File: src/rtl/dcache_arb_pkg.sv
// Shared types and helpers for the data-cache port arbiter.
package dcache_arb_pkg;

  typedef enum logic {
    IDLE = 1'b0,
    BUSY = 1'b1
  } arb_state_e;

  // Number of low address bits covered by one byte-mask word.
  function automatic int unsigned align_bits(input int unsigned mask_width);
    int unsigned bits;
    if (mask_width > 1) bits = 32'($clog2(mask_width));
    else                bits = 0;
    return bits;
  endfunction

endpackage

File: src/rtl/dcache_arb_picker.sv
// Combinational one-hot picker: first valid index at or after ptr, wrapping.
module dcache_arb_picker #(
  parameter int unsigned NUM_REQ = 2,
  parameter int unsigned PTR_W   = $clog2(NUM_REQ)
) (
  input  logic [NUM_REQ-1:0] valid,
  input  logic [PTR_W-1:0]   ptr,
  output logic [NUM_REQ-1:0] grant
);

  logic             found;
  logic [PTR_W-1:0] idx;

  always_comb begin
    grant = '0;
    found = 1'b0;
    idx   = '0;
    for (int unsigned i = 0; i < NUM_REQ; i++) begin
      idx = PTR_W'((32'(ptr) + i) % NUM_REQ);
      if (!found && valid[idx]) begin
        grant[idx] = 1'b1;
        found      = 1'b1;
      end
    end
  end

endmodule

File: src/rtl/dcache_port_arbiter.sv
// N-requester arbiter onto the single data-cache port; one outstanding access.
// Define DCACHE_ARB_RR_EN for round-robin selection, otherwise fixed priority.
module dcache_port_arbiter
  import dcache_arb_pkg::*;
#(
  parameter int unsigned NUM_REQ    = 2,
  parameter int unsigned ADDR_WIDTH = 32,
  parameter int unsigned DATA_WIDTH = 32,
  parameter int unsigned MASK_WIDTH = DATA_WIDTH / 8
) (
  input  logic                                 clk,
  input  logic                                 rst,
  input  logic [NUM_REQ-1:0]                   req_valid,
  input  logic [NUM_REQ-1:0][MASK_WIDTH-1:0]   req_rmask,
  input  logic [NUM_REQ-1:0][MASK_WIDTH-1:0]   req_wmask,
  input  logic [NUM_REQ-1:0][ADDR_WIDTH-1:0]   req_addr,
  input  logic [NUM_REQ-1:0][DATA_WIDTH-1:0]   req_wdata,
  output logic [NUM_REQ-1:0]                   req_gnt,
  output logic [NUM_REQ-1:0]                   resp_valid,
  output logic [DATA_WIDTH-1:0]                resp_rdata,
  output logic [MASK_WIDTH-1:0]                dmem_rmask,
  output logic [MASK_WIDTH-1:0]                dmem_wmask,
  output logic [ADDR_WIDTH-1:0]                dmem_addr,
  output logic [DATA_WIDTH-1:0]                dmem_wdata,
  input  logic [DATA_WIDTH-1:0]                dmem_rdata,
  input  logic                                 dmem_resp
);

  localparam int unsigned PTR_W   = $clog2(NUM_REQ);
  localparam int unsigned ALIGN_W = align_bits(MASK_WIDTH);
  localparam logic [ADDR_WIDTH-1:0] ALIGN_MASK = {ADDR_WIDTH{1'b1}} << ALIGN_W;

  arb_state_e              state_q, state_d;
  logic                    take;
  logic [NUM_REQ-1:0]      win_oh;
  logic [PTR_W-1:0]        win_idx;
  logic [PTR_W-1:0]        pick_ptr;
  logic [PTR_W-1:0]        owner_q;
  logic [MASK_WIDTH-1:0]   rmask_q, wmask_q;
  logic [ADDR_WIDTH-1:0]   addr_q;
  logic [DATA_WIDTH-1:0]   wdata_q;

  dcache_arb_picker #(
    .NUM_REQ (NUM_REQ),
    .PTR_W   (PTR_W)
  ) u_picker (
    .valid (req_valid),
    .ptr   (pick_ptr),
    .grant (win_oh)
  );

  // One-hot winner to index.
  always_comb begin
    win_idx = '0;
    for (int unsigned i = 0; i < NUM_REQ; i++) begin
      if (win_oh[i]) win_idx = PTR_W'(i);
    end
  end

`ifdef DCACHE_ARB_RR_EN
  logic [PTR_W-1:0] rr_ptr_q;

  always_ff @(posedge clk) begin
    if (rst) begin
      rr_ptr_q <= '0;
    end else if (take) begin
      rr_ptr_q <= (win_idx == PTR_W'(NUM_REQ - 1)) ? '0 : win_idx + PTR_W'(1);
    end
  end

  assign pick_ptr = rr_ptr_q;
`else
  assign pick_ptr = '0;
`endif

  always_ff @(posedge clk) begin
    if (rst) state_q <= IDLE;
    else     state_q <= state_d;
  end

  // Next state, grant and response strobes; reset suppresses both strobes.
  always_comb begin
    state_d    = state_q;
    take       = 1'b0;
    req_gnt    = '0;
    resp_valid = '0;
    case (state_q)
      IDLE: begin
        if (|req_valid) begin
          take    = 1'b1;
          req_gnt = win_oh;
          state_d = BUSY;
        end
      end
      BUSY: begin
        if (dmem_resp) begin
          resp_valid[owner_q] = 1'b1;
          state_d             = IDLE;
        end
      end
    endcase
    if (rst) begin
      take       = 1'b0;
      req_gnt    = '0;
      resp_valid = '0;
    end
  end

  // Capture the winner; a request carrying any write byte is a pure write.
  always_ff @(posedge clk) begin
    if (rst) begin
      rmask_q <= '0;
      wmask_q <= '0;
      addr_q  <= '0;
      wdata_q <= '0;
      owner_q <= '0;
    end else if (take) begin
      rmask_q <= (|req_wmask[win_idx]) ? '0 : req_rmask[win_idx];
      wmask_q <= req_wmask[win_idx];
      addr_q  <= req_addr[win_idx] & ALIGN_MASK;
      wdata_q <= req_wdata[win_idx];
      owner_q <= win_idx;
    end
  end

  assign dmem_rmask = (state_q == BUSY) ? rmask_q : '0;
  assign dmem_wmask = (state_q == BUSY) ? wmask_q : '0;
  assign dmem_addr  = (state_q == BUSY) ? addr_q  : '0;
  assign dmem_wdata = (state_q == BUSY) ? wdata_q : '0;
  assign resp_rdata = dmem_rdata;

endmodule

File: config.mk
export PLATFORM = sky130hd
export DESIGN_NAME = dcache_port_arbiter
export DESIGN_NICKNAME = d
export VERILOG_FILES = /design/src/rtl/dcache_arb_pkg.sv /design/src/rtl/dcache_arb_picker.sv /design/src/rtl/dcache_port_arbiter.sv
export SDC_FILE = /design/constraint.sdc
export NUM_CORES = 1
export LEC_CHECK = 0
export ABC_CLOCK_PERIOD_IN_PS = 1300
export CORE_AREA = 2 2 118 120
export DETAILED_ROUTE_END_ITERATION = 10
export DIE_AREA = 0 0 120 122
export PLACE_DENSITY = 0.76
export SLEW_MARGIN = 15
export SYNTH_ARGS = -nofsm -noshare
export SYNTH_HDL_FRONTEND = slang
export SYNTH_SLANG_ARGS = --single-unit
File: constraint.sdc
create_clock -name clk -period 1.3 [get_ports clk]
set_input_delay 0.26 -clock clk [delete_from_list [all_inputs] [get_ports clk]]
set_output_delay 0.26 -clock clk [all_outputs]
set_load 0.02 [all_outputs]
==> results.yml <==
timing:
  hold_viol: 0
  rsz0062_at_grt: "true"
  fin_crit_ns: 1.58
  hold_slack_ns: 0.346
  min_period_over_period: 1.22
  fmax_ghz: 0.631
  worst_slack_ns: -0.285
  finalClockSkew_ns: 0.0103
  finalSetupViolCount: 135
  fin_setup_tns_ns: -15.84
  final_max_slew_viol_count: 0
cts:
  root_buffer: "clkbuf_16"
  cts_tree: "done"
  clkSinkCount: 72
  cts_max_level: 3
  insertion_delay_ns: 0.32
  clkTransAtPathRegs_ns: 0.06
  ctsHoldBuffers: 0
  clockBufferDepth: 2
  cts_made_buffers: 9
synth:
  yosysSeqAreaShare: 0.368
  ys_top_cells_by_area: "dfxtp_1 (37%), and2_1 (11%), a211oi_1 (10%)"
  yosysTopAreaCell: "dfxtp_1"
  synth_top_area_frac: 0.368
  synthFlopType: "dfxtp_1"
  ys_async_sr_fraction: 0
  syn_area_um2: 3920
  yosysUniqueCellTypes: 29
  syn-mean-instance-area_um2: 8.42
  synthCells: 465
  ys_warn_count: 0
  ys_seq_elements: 72
  synth_edf_count: 0
critical_path:
  worst_ep_required_time_ns: 1.04
  slowest_stage: "dfxtp_4"
  path_max_fanout: 7
  startpoint_type: "flip-flop"
  critPathKind: "flip-flop to output port"
  path_cells: "buf_4, clkbuf_16, and2_1, buf_4"
  cp_slowest_stage_delay_ns: 0.37
  cp-end-kind: "output port"
  cpMostUsedCell: "buf_4"
  arrival_ns: 1.32
placed_design:
  dpl_cell_area_um2: 6080
  post-place-ws_ns: -0.687
  port-buffer-count: 218
  dp_hpwl_mm: 9.91
  gp_congestion: 0.824
floorplanning:
  die_area_um2: 14600
  core_area_um2: 13500
  placementRows: 43
  ios: 289
  die_h_um: 122
  start_util: 0.290
  fp.dieW_um: 120
drt:
  drtIter0Drc: 139
  num_vias: 4374
  wire_per_inst_um: 17.9
  viasPerCell: 5.13
  drt_pass1_iterations: 4
  wl_mm: 15.3
  ant_nets: 0
  drc: 0
global_route:
  grt_overflow: 0
  antenna_found_initial: 0
  grt_max_degree: 56
  grt_use_total: 0.175
  grt_pass1_wl_mm: 20.4
  grt_pass1_vias: 4058
job:
  maxCapViolCount: 0
finish:
  insertedDiodeCount: 0
  final_nets: 849
  design_area_um2: 7140
  fill_cells: 1213
  drive_gt1_frac: 0.330
  area.growth.synth_to_final_pct: 82.4
hold_path:
  hold_path.class: "input pin to flip-flop"
power_and_ir_drop:
  ir_worst_vdd_mv: 0.477
  leakage_nw: 2.78
  power_density_nw_per_um2: 1030
run_status:
  violations: "negative setup slack"
  status: "finished, violations left"
worst max-delay path: cells and delay by family (launching register included):
kind / cells / cell delay, ns
simple gates: 1 / 0.17
buf+inv: 3 / 0.48
flops: 1 / 0.37
report_power, final:
| part | switching (mW) | leakage, nW | internal (mW) |
|---|---|---|---|
| clock | 0.947 | 0.152 | 1.73 |
| combinational | 0.993 | 2.04 | 1.19 |
| sequential | 0.102 | 0.593 | 2.39 |
synthesized netlist by cell type, types with 4 or more instances:
master and number:
a211oi_1 54, a21oi_1 65, a221o_1 4, a311oi_1 11, and2_1 69, buf_2 13, buf_4 35, buf_6 14
clkbuf_1 23, dfxtp_1 72, nand2_1 23, nor3b_1 4, o22ai_1 55
state kept, by name, indices dropped and copies added, names as in the netlist:
name / flops
wdata_q: 32
addr_q: 30
rmask_q: 4
state_q: 1
owner_q: 1
wmask_q: 4
area by class of cell:
type                       instances  area (µm²)  share of cell area
inverter                           4        17.5             0.00245
tap                              180         225              0.0315
clock inverter                     5        80.1              0.0112
clock buffer                      11         243              0.0340
multi-input combinational        305        2210               0.310
sequential                        72        1450               0.202
timing repair buffer             276        2920               0.408
timing repair:
item | CTS | global route
endpoints found under the hold margin | 0 | 0
setup buffers | 1 | 14
cloned | 0 | 12
resized for setup | 366 | 132
pin swaps | 1 | 67
endpoints found under the setup margin | 145 | 145
cell usage in the layout, fill, tap and decap left out, types with 2 or more instances in the layout:
cell and n:
bufinv_16 2, buf_8 5, o22ai_1 55, nor2_4 2
buf_2 2, buf_6 51, nand2_1 22, dlymetal6s2s_1 2
buf_4 58, inv_1 2, and2_1 61, a211oi_2 27
a211oi_1 27, conb_1 2, a311oi_1 10, dfxtp_1 71
and2_4 8, a21oi_1 43, nor4_1 2, nor3_4 2
a221oi_2 2, clkdlybuf4s50_1 141, nor3b_1 4, clkbuf_16 18
a221o_1 4, a21oi_2 22, clkinvlp_4 2, buf_12 8
final timing paths:
check                                 endpoint  startpoint  cells past startpoint  slack (ns)
worst max-delay path            dmem_wdata[27]     state_q                      4       -0.28
worst min-delay path                wmask_q[1]         rst                      2        0.35
worst max register to register      rmask_q[2]     state_q                      7       -0.18
worst min register to register      wdata_q[0]  wdata_q[0]                      2        0.50
per-layer routing:
| layer | GRT usage | up-vias | part of all wire |
|---|---|---|---|
| met1 | 0.205 | 2072 | 0.41 |
| met5 | 0 | - | 0 |
| met4 | 0.0801 | 0 | 0.028 |
| li1 | - | 2084 | - |
| met3 | 0.0328 | 39 | 0.059 |
| met2 | 0.309 | 179 | 0.51 |
per-stage QoR:
step	util	instances	power, mW
after CTS	0.474	827	6.98
after floorplan	-	466	3.51
after detailed placement	0.450	810	4.27
after global routing	0.529	853	7.69
final	0.529	853	7.36
after global placement	0.450	810	4.22
cell families after synthesis:
logic type | share of synthesized area
AND/OR/NAND/NOR | 0.163
other | 0.000958
buffers and inverters | 0.150
flip-flops | 0.368
AO/OA/AOI/OAI | 0.318
No activity file was read; power rests on OpenSTA's default activity.
